File: src/rtl/lcd_pkg.sv
// Shared types and constants for the HD44780 command sequencer.
// Holds the FSM state type, the fixed init tables and the us-to-cycles helper.
package lcd_pkg;

  typedef enum logic [3:0] {
    POWER_WAIT,
    INIT_SEND,
    INIT_WAIT_DONE,
    INIT_DELAY,
    CMD_HI,
    CMD_HI_WAIT,
    CMD_LO,
    CMD_LO_WAIT,
    GAP,
    IDLE
  } seq_state_t;

  localparam int CLEAR_US = 1520;
  localparam int CMD_US   = 37;

  localparam logic [3:0] INIT_NIBBLES [4] = '{4'h3, 4'h3, 4'h3, 4'h2};
  localparam logic [7:0] INIT_BYTES   [5] = '{8'h28, 8'h08, 8'h01, 8'h06, 8'h0C};

  function automatic longint unsigned us_to_cycles(input longint unsigned freq,
                                                   input longint unsigned us);
    return (freq * us) / 64'd1000000;
  endfunction

endpackage

File: src/rtl/lcd_init_rom.sv
// Init table lookup: indices 0-3 are bare nibbles, 4-8 are full bytes.
// Returns the value and the post-command wait for that step.
module lcd_init_rom
  import lcd_pkg::*;
#(
  parameter int FREQ          = 50000000,
  parameter int INIT_WAIT1_US = 4100,
  parameter int INIT_WAIT2_US = 100
) (
  input  logic [3:0]  idx,
  output logic        is_byte,
  output logic [7:0]  value,
  output logic [20:0] delay_cycles
);

  localparam logic [20:0] WAIT1_CYC = 21'(us_to_cycles(64'(FREQ), 64'(INIT_WAIT1_US)));
  localparam logic [20:0] WAIT2_CYC = 21'(us_to_cycles(64'(FREQ), 64'(INIT_WAIT2_US)));
  localparam logic [20:0] CLEAR_CYC = 21'(us_to_cycles(64'(FREQ), 64'(CLEAR_US)));
  localparam logic [20:0] CMD_CYC   = 21'(us_to_cycles(64'(FREQ), 64'(CMD_US)));

  logic [2:0] byte_off;
  assign byte_off = 3'(idx - 4'd4);

  always_comb begin
    is_byte      = 1'b0;
    value        = 8'h00;
    delay_cycles = '0;
    if (idx < 4'd4) begin
      value        = {4'h0, INIT_NIBBLES[idx[1:0]]};
      delay_cycles = (idx == 4'd0) ? WAIT1_CYC : WAIT2_CYC;
    end else if (idx <= 4'd8) begin
      is_byte      = 1'b1;
      value        = INIT_BYTES[byte_off];
      delay_cycles = (value == 8'h01 || value == 8'h02) ? CLEAR_CYC : CMD_CYC;
    end
  end

endmodule

File: src/rtl/lcd_command_sequencer.sv
// Drives the 4-bit HD44780 nibble engine: power-up wait, fixed init sequence,
// then application bytes sent as high/low nibble pairs.
module lcd_command_sequencer
  import lcd_pkg::*;
#(
  parameter int FREQ          = 50000000,
  parameter int POWERUP_US    = 40000,
  parameter int INIT_WAIT1_US = 4100,
  parameter int INIT_WAIT2_US = 100
) (
  input  logic        CLK,
  input  logic        RST_N,
  input  logic        req_valid,
  input  logic [7:0]  req_byte,
  input  logic        req_rs,
  output logic        req_ready,
  output logic        init_done,
  output logic        xfer_send,
  output logic [3:0]  xfer_nibble,
  output logic        xfer_rs,
  output logic [20:0] xfer_delay,
  output logic        xfer_read_busy,
  output logic        xfer_mode4bit,
  input  logic        xfer_done,
  output seq_state_t  dbg_state
);

  localparam longint unsigned TIMER_LIMIT = 64'd1 << 21;
  localparam longint unsigned POWER_L = us_to_cycles(64'(FREQ), 64'(POWERUP_US));
  localparam longint unsigned WAIT1_L = us_to_cycles(64'(FREQ), 64'(INIT_WAIT1_US));
  localparam longint unsigned WAIT2_L = us_to_cycles(64'(FREQ), 64'(INIT_WAIT2_US));
  localparam longint unsigned CLEAR_L = us_to_cycles(64'(FREQ), 64'(CLEAR_US));
  localparam logic [20:0] POWER_CYC = 21'(POWER_L);
  localparam logic [20:0] CLEAR_CYC = 21'(CLEAR_L);
  localparam logic [20:0] CMD_CYC   = 21'(us_to_cycles(64'(FREQ), 64'(CMD_US)));

  if (POWER_L >= TIMER_LIMIT || WAIT1_L >= TIMER_LIMIT ||
      WAIT2_L >= TIMER_LIMIT || CLEAR_L >= TIMER_LIMIT) begin : g_delay_range
    $error("lcd_command_sequencer: a delay count does not fit the 21-bit timer");
  end

  function automatic logic [20:0] byte_delay(input logic [7:0] b);
    return (b == 8'h01 || b == 8'h02) ? CLEAR_CYC : CMD_CYC;
  endfunction

  seq_state_t  state, state_next;
  logic [20:0] timer, timer_next;
  logic [3:0]  idx, idx_next;
  logic [7:0]  cur_byte, cur_byte_next;
  logic        cur_rs, cur_rs_next;
  logic        gap_to_lo, gap_to_lo_next;
  logic        send_d, rs_d, rb_d, ready_d, done_d;
  logic [3:0]  nib_d;
  logic [20:0] dly_d;
  logic        rom_is_byte;
  logic [7:0]  rom_value;
  logic [20:0] rom_delay;
  logic        power_hit, delay_hit, accept;

  // Handshake: a request transfers on a cycle where req_valid && req_ready are
  // both high; req_ready is registered, is high only while idle after init, and
  // drops the cycle after a transfer, so req_byte/req_rs are ignored otherwise.
  assign accept    = (state == IDLE) && req_valid && req_ready;
  assign power_hit = ({1'b0, timer} + 22'd1) >= {1'b0, POWER_CYC};
  assign delay_hit = ({1'b0, timer} + 22'd1) >= {1'b0, xfer_delay};

  // The ROM is addressed by the next index so its value is ready for the send.
  always_comb begin
    idx_next = idx;
    if (state == INIT_DELAY && delay_hit)
      idx_next = idx + 4'd1;
    else if (state == GAP && !gap_to_lo && !init_done && idx != 4'd8)
      idx_next = idx + 4'd1;
  end

  lcd_init_rom #(
    .FREQ(FREQ), .INIT_WAIT1_US(INIT_WAIT1_US), .INIT_WAIT2_US(INIT_WAIT2_US)
  ) u_rom (
    .idx(idx_next), .is_byte(rom_is_byte), .value(rom_value), .delay_cycles(rom_delay)
  );

  always_comb begin
    state_next     = state;
    cur_byte_next  = cur_byte;
    cur_rs_next    = cur_rs;
    gap_to_lo_next = gap_to_lo;
    case (state)
      POWER_WAIT:     if (power_hit) state_next = INIT_SEND;
      INIT_SEND:      state_next = INIT_WAIT_DONE;
      INIT_WAIT_DONE: if (xfer_done) state_next = INIT_DELAY;
      INIT_DELAY:     if (delay_hit) state_next = rom_is_byte ? CMD_HI : INIT_SEND;
      CMD_HI:         state_next = CMD_HI_WAIT;
      CMD_HI_WAIT: if (xfer_done) begin
        state_next     = GAP;
        gap_to_lo_next = 1'b1;
      end
      CMD_LO:         state_next = CMD_LO_WAIT;
      CMD_LO_WAIT: if (xfer_done) begin
        state_next     = GAP;
        gap_to_lo_next = 1'b0;
      end
      GAP: begin
        if (gap_to_lo)                        state_next = CMD_LO;
        else if (init_done || idx == 4'd8)    state_next = IDLE;
        else                                  state_next = CMD_HI;
      end
      IDLE:           if (accept) state_next = CMD_HI;
      default:        state_next = POWER_WAIT;
    endcase

    timer_next = (state_next != state) ? '0 : timer + 21'd1;

    if (state_next == CMD_HI) begin
      cur_byte_next = accept ? req_byte : rom_value;
      cur_rs_next   = accept & req_rs;
    end

    // Engine command lines change only on a send and hold until the next one.
    send_d = 1'b0;
    nib_d  = xfer_nibble;
    rs_d   = xfer_rs;
    dly_d  = xfer_delay;
    rb_d   = xfer_read_busy;
    case (state_next)
      INIT_SEND: begin
        send_d = 1'b1;
        nib_d  = rom_value[3:0];
        rs_d   = 1'b0;
        dly_d  = rom_delay;
        rb_d   = 1'b0;
      end
      CMD_HI: begin
        send_d = 1'b1;
        nib_d  = cur_byte_next[7:4];
        rs_d   = cur_rs_next;
        dly_d  = byte_delay(cur_byte_next);
        rb_d   = 1'b0;
      end
      CMD_LO: begin
        send_d = 1'b1;
        nib_d  = cur_byte[3:0];
        rs_d   = cur_rs;
        rb_d   = 1'b1;
      end
      default: ;
    endcase

    ready_d = (state == IDLE) && (state_next == IDLE) && init_done;
    done_d  = init_done || (state_next == IDLE);
  end

  always_ff @(posedge CLK or negedge RST_N) begin
    if (!RST_N) begin
      state          <= POWER_WAIT;
      timer          <= '0;
      idx            <= '0;
      cur_byte       <= '0;
      cur_rs         <= 1'b0;
      gap_to_lo      <= 1'b0;
      req_ready      <= 1'b0;
      init_done      <= 1'b0;
      xfer_send      <= 1'b0;
      xfer_nibble    <= '0;
      xfer_rs        <= 1'b0;
      xfer_delay     <= '0;
      xfer_read_busy <= 1'b0;
    end else begin
      state          <= state_next;
      timer          <= timer_next;
      idx            <= idx_next;
      cur_byte       <= cur_byte_next;
      cur_rs         <= cur_rs_next;
      gap_to_lo      <= gap_to_lo_next;
      req_ready      <= ready_d;
      init_done      <= done_d;
      xfer_send      <= send_d;
      xfer_nibble    <= nib_d;
      xfer_rs        <= rs_d;
      xfer_delay     <= dly_d;
      xfer_read_busy <= rb_d;
    end
  end

  assign xfer_mode4bit = 1'b1;
  assign dbg_state     = state;

endmodule

File: config.mk
export PLATFORM = sky130hd
export DESIGN_NAME = lcd_command_sequencer
export DESIGN_NICKNAME = d
export VERILOG_FILES = /design/src/rtl/lcd_pkg.sv /design/src/rtl/lcd_init_rom.sv /design/src/rtl/lcd_command_sequencer.sv
export SDC_FILE = /design/constraint.sdc
export NUM_CORES = 1
export LEC_CHECK = 0
export CAP_MARGIN = 0
export CORE_UTILIZATION = 50
export CTS_CLUSTER_SIZE = 8
export DETAILED_ROUTE_END_ITERATION = 8
export GPL_TIMING_DRIVEN = 0
export PLACE_DENSITY = 0.74
export REMOVE_ABC_BUFFERS = 1
export SLEW_MARGIN = 40
export SYNTH_ARGS = -nofsm -noshare
export SYNTH_HDL_FRONTEND = slang
export SYNTH_SLANG_ARGS = --single-unit
File: constraint.sdc
create_clock -name CLK -period 12.16 [get_ports CLK]
set_input_delay 3.648 -clock CLK [delete_from_list [all_inputs] [get_ports CLK]]
set_output_delay 3.648 -clock CLK [all_outputs]
set_load 0.01 [all_outputs]
==> results.cfg, run 1 <==
[setup_path]
worstPathRequired_ns = 12.37
crit_fanout = 20
worstSetupEndpointType = flop
reg2reg_slack_ns = 6.94
start_kind = primary input
critPathKind = primary input to flop
cp.arrival_ns = 6.60

[drt]
drt_wl_total_mm = 8.88
via_per_inst = 6.01
ant_nets = 0
wl_per_cell_um = 15.9
vias = 3360
drcViolationCount = 0
drt_iter0_drc = 170
first_pass_iters = 5

[power]
finalPower_mw = 0.657
p_per_area_nw_per_um2 = 153
netSwitchingFraction_pct = 38.2
cellLeakagePower_nw = 1.87
clock_power_share_pct = 19.3
switching_power_mw = 0.251
p_comb_share_pct = 41.3
worst_ir_drop_vdd_mv = 0.0698
p_int_mw = 0.406
p_seq_share_pct = 39.4

[timing]
worst_pin_slew_ns = 0.805
hold_violations = 0
setup_tns_ns = 0
fin_crit_ns = 6.39
slew_headroom_pct = 46.3
finalClockSkew_ns = 0.0138
rsz0062_at_grt = false
finalMaxSlewViolations = 0
fmax_mhz = 157
finalCritPeriodShare_pct = 52.5
setup_viol = 0

[finish]
area_growth_pct = 12.6
final_util_pct = 58.7
multi_input_area_um2 = 2220
fillCellCount = 651
nets = 489
regArea_um2 = 1330
diodes = 0
drive_gt1_share_pct = 6.09
instances_no_fill = 559

[grt]
grtUsageTotal_pct = 23.9
met3_usage_pct = 3.97
grt_pass1_vias = 3072
grtUsageMet2_pct = 38.7
grt_pass1_wl_mm = 14.8
antenna_found_initial = 0
grt_overflow_total = 0
use_met1_pct = 33.0
top_usage_layer = met2
grt_max_degree = 38

[logic_synthesis]
syn_avg_cell_area_um2 = 8.70
seq_area_frac_synth_pct = 34.7
async_flop_share_pct = 100
ys.flop_type = dfrtp_1
synth-edff-count = 0
ys_warn_count = 0
synth_area_um2 = 3820
synth_top_cell_area_share_pct = 34.7
syn_inst = 439
yosysTopAreaCell = dfrtp_1
yosys.cell_types.count = 66
yosys-top-cells-area = dfrtp_1 (35%), ha_1 (5.6%), xnor2_1 (4.1%)
synth-seq-cells = 53

[floorplanning]
fp.dieH_um = 89.4
die_x_um = 89.4
initial_core_util_pct = 52.1
die_area_um2 = 7990
boundaryPins = 48
core_area_um2 = 7330
core.rowCount = 31

[cts]
h-tree-depth = 2
ctsResizeCount = 0
clock_sink_count = 53
cts_tree = done
clockBufferDepth = 2
cts_root_buf = clkbuf_8
path_clk_slew_ns = 0.11
cts_setup_buffers = 0
cts_buffers = 5
clk_latency_ns = 0.32
ctsHoldBuffers = 0

[placed_design]
routabilityCongestion = 0.899
hpwlAfterDp_mm = 6.66
dp.cells = 551
port-buffer-count = 39

[job]
maxCapViolations = 0

[outcome]
outcome = complete, no violations

[hold_path]
min_path_type = flop to flop
-- layout by cell type, fill, tap and decap left out, types with 11 or more instances in the layout --
| master | count |
|---|---|
| a21oi_1 | 20 |
| nor2_1 | 35 |
| inv_1 | 29 |
| nand3_1 | 17 |
| clkdlybuf4s50_1 | 38 |
| nor3_1 | 14 |
| ha_1 | 17 |
| nand2_1 | 35 |
| o21ai_0 | 11 |
| dfrtp_1 | 53 |
| xnor2_1 | 18 |
| nor2b_1 | 14 |
-- per-stage QoR --
stage | worst slack (ns) | hold slack, ns | cell area, um^2
2_1_floorplan | 6.20 | 0.450 | 3650
3_3_place_gp | 5.02 | 0.466 | 4170
3_5_place_dp | 5.43 | 0.469 | 4190
4_1_cts | 5.76 | 0.494 | 4300
5_1_grt | 5.48 | 0.517 | 4300
6_report | 5.77 | 0.490 | 4300
-- layer usage --
metal,routed length (um),up-vias
li1,-,1613
met1,4100,1630
met2,4160,104
met3,447,13
met4,168,0
met5,0,-
-- power groups by stage --
| stage | clock network, mW | logic (mW) | registers (mW) |
|---|---|---|---|
| after floorplan | 0 | 0.150 | 0.266 |
| after global placement | 0 | 0.262 | 0.261 |
| after detailed placement | 0 | 0.270 | 0.263 |
| after CTS | 0.128 | 0.271 | 0.259 |
| after global routing | 0.135 | 0.303 | 0.266 |
| final | 0.127 | 0.272 | 0.259 |
-- worst max-delay path, cell delays in order --
cell             delay [ns]
clkdlybuf4s50_1        0.45
nand2_1                0.11
nor2_2                 0.66
nor3_1                 0.22
and2_1                 0.22
nor3b_1                0.21
nand2_1                0.42
and2_1                 0.35
a211o_1                0.30
-- final timing paths --
check | startpoint | end | cells after the start
max in group asynchronous | RST_N | xfer_delay[17]$_DFFE_PN0P_ | 2
min in group asynchronous | RST_N | timer[16]$_DFF_PN0_ | 1
hold reg to reg | xfer_read_busy$_DFFE_PN0P_ | xfer_read_busy$_DFFE_PN0P_ | 1
setup / recovery | req_valid | xfer_delay[16]$_DFFE_PN0P_ | 9
hold / removal | xfer_read_busy$_DFFE_PN0P_ | xfer_read_busy$_DFFE_PN0P_ | 1
setup reg to reg | timer[0]$_DFF_PN0_ | xfer_delay[7]$_DFFE_PN0P_ | 18
-- sequential cells by signal, indices dropped and copies added (netlist names) --
name            count
cur_byte            4
timer              21
cur_rs              1
xfer_send           1
xfer_rs             1
idx                 4
xfer_read_busy      1
xfer_delay          9
req_ready           1
gap_to_lo           1
init_done           1
dbg_state           4
xfer_nibble         4
-- cells in the mapped netlist, types with 5 or more instances --
| cell type | count |
|---|---|
| nor2_1 | 36 |
| nand4_1 | 8 |
| and3_1 | 6 |
| o21ai_1 | 5 |
| a22o_1 | 5 |
| a31oi_1 | 6 |
| a21o_1 | 6 |
| nand3_1 | 17 |
| nor2b_1 | 14 |
| inv_1 | 29 |
| dfrtp_1 | 53 |
| xnor2_1 | 18 |
| nand2_1 | 35 |
| and2_1 | 9 |
| a21oi_1 | 20 |
| ha_1 | 17 |
| nor3_1 | 14 |
| clkbuf_1 | 16 |
| o21ai_0 | 11 |
| a22oi_1 | 5 |
| buf_4 | 13 |
| nor4_1 | 9 |
-- cells by family (layout without fill, tap and decap cells) --
logic type	Yosys count	after routing	share of synthesized area (%)
AO/OA/AOI/OAI	107	107	21.7
XOR/XNOR	22	22	5.04
adder cells (fa/ha/maj)	17	17	5.57
buffers and inverters	62	77	7.80
flip-flops	53	53	34.7
multiplexers	6	6	1.67
other	2	8	0.197
AND/OR/NAND/NOR	170	170	23.3
-- area by class of cell --
cell class | count | area share [%]
Tap cell | 99 | 2.88
Clock inverter | 3 | 1.02
Multi-Input combinational cell | 330 | 51.6
Clock buffer | 5 | 1.60
Inverter | 29 | 2.53
Timing Repair Buffer | 40 | 9.49
Sequential cell | 53 | 30.8
Power figures use the tool's default switching activity.
==> inputs of run 2 (changes only) <==
clock period = 5.98 ns   (was 12.16 ns; I/O delays follow)
==> results of run 2 <==
The final DEF is identical to that of run 1. Status: complete, no violations.
Among the figures that moved: setup slack after placement 5.43 ns -> 0.856 ns; setup slack after layout 5.77 ns -> 0.758 ns; start point of the critical path req_valid -> timer[0]$_DFF_PN0_; end point of the critical path xfer_delay[16]$_DFFE_PN0P_ -> xfer_delay[7]$_DFFE_PN0P_; register-to-register setup slack 6.94 ns -> 0.76 ns; total power 0.657 mW -> 1.34 mW; worst IR drop on VDD 0.0698 mV -> 0.142 mV
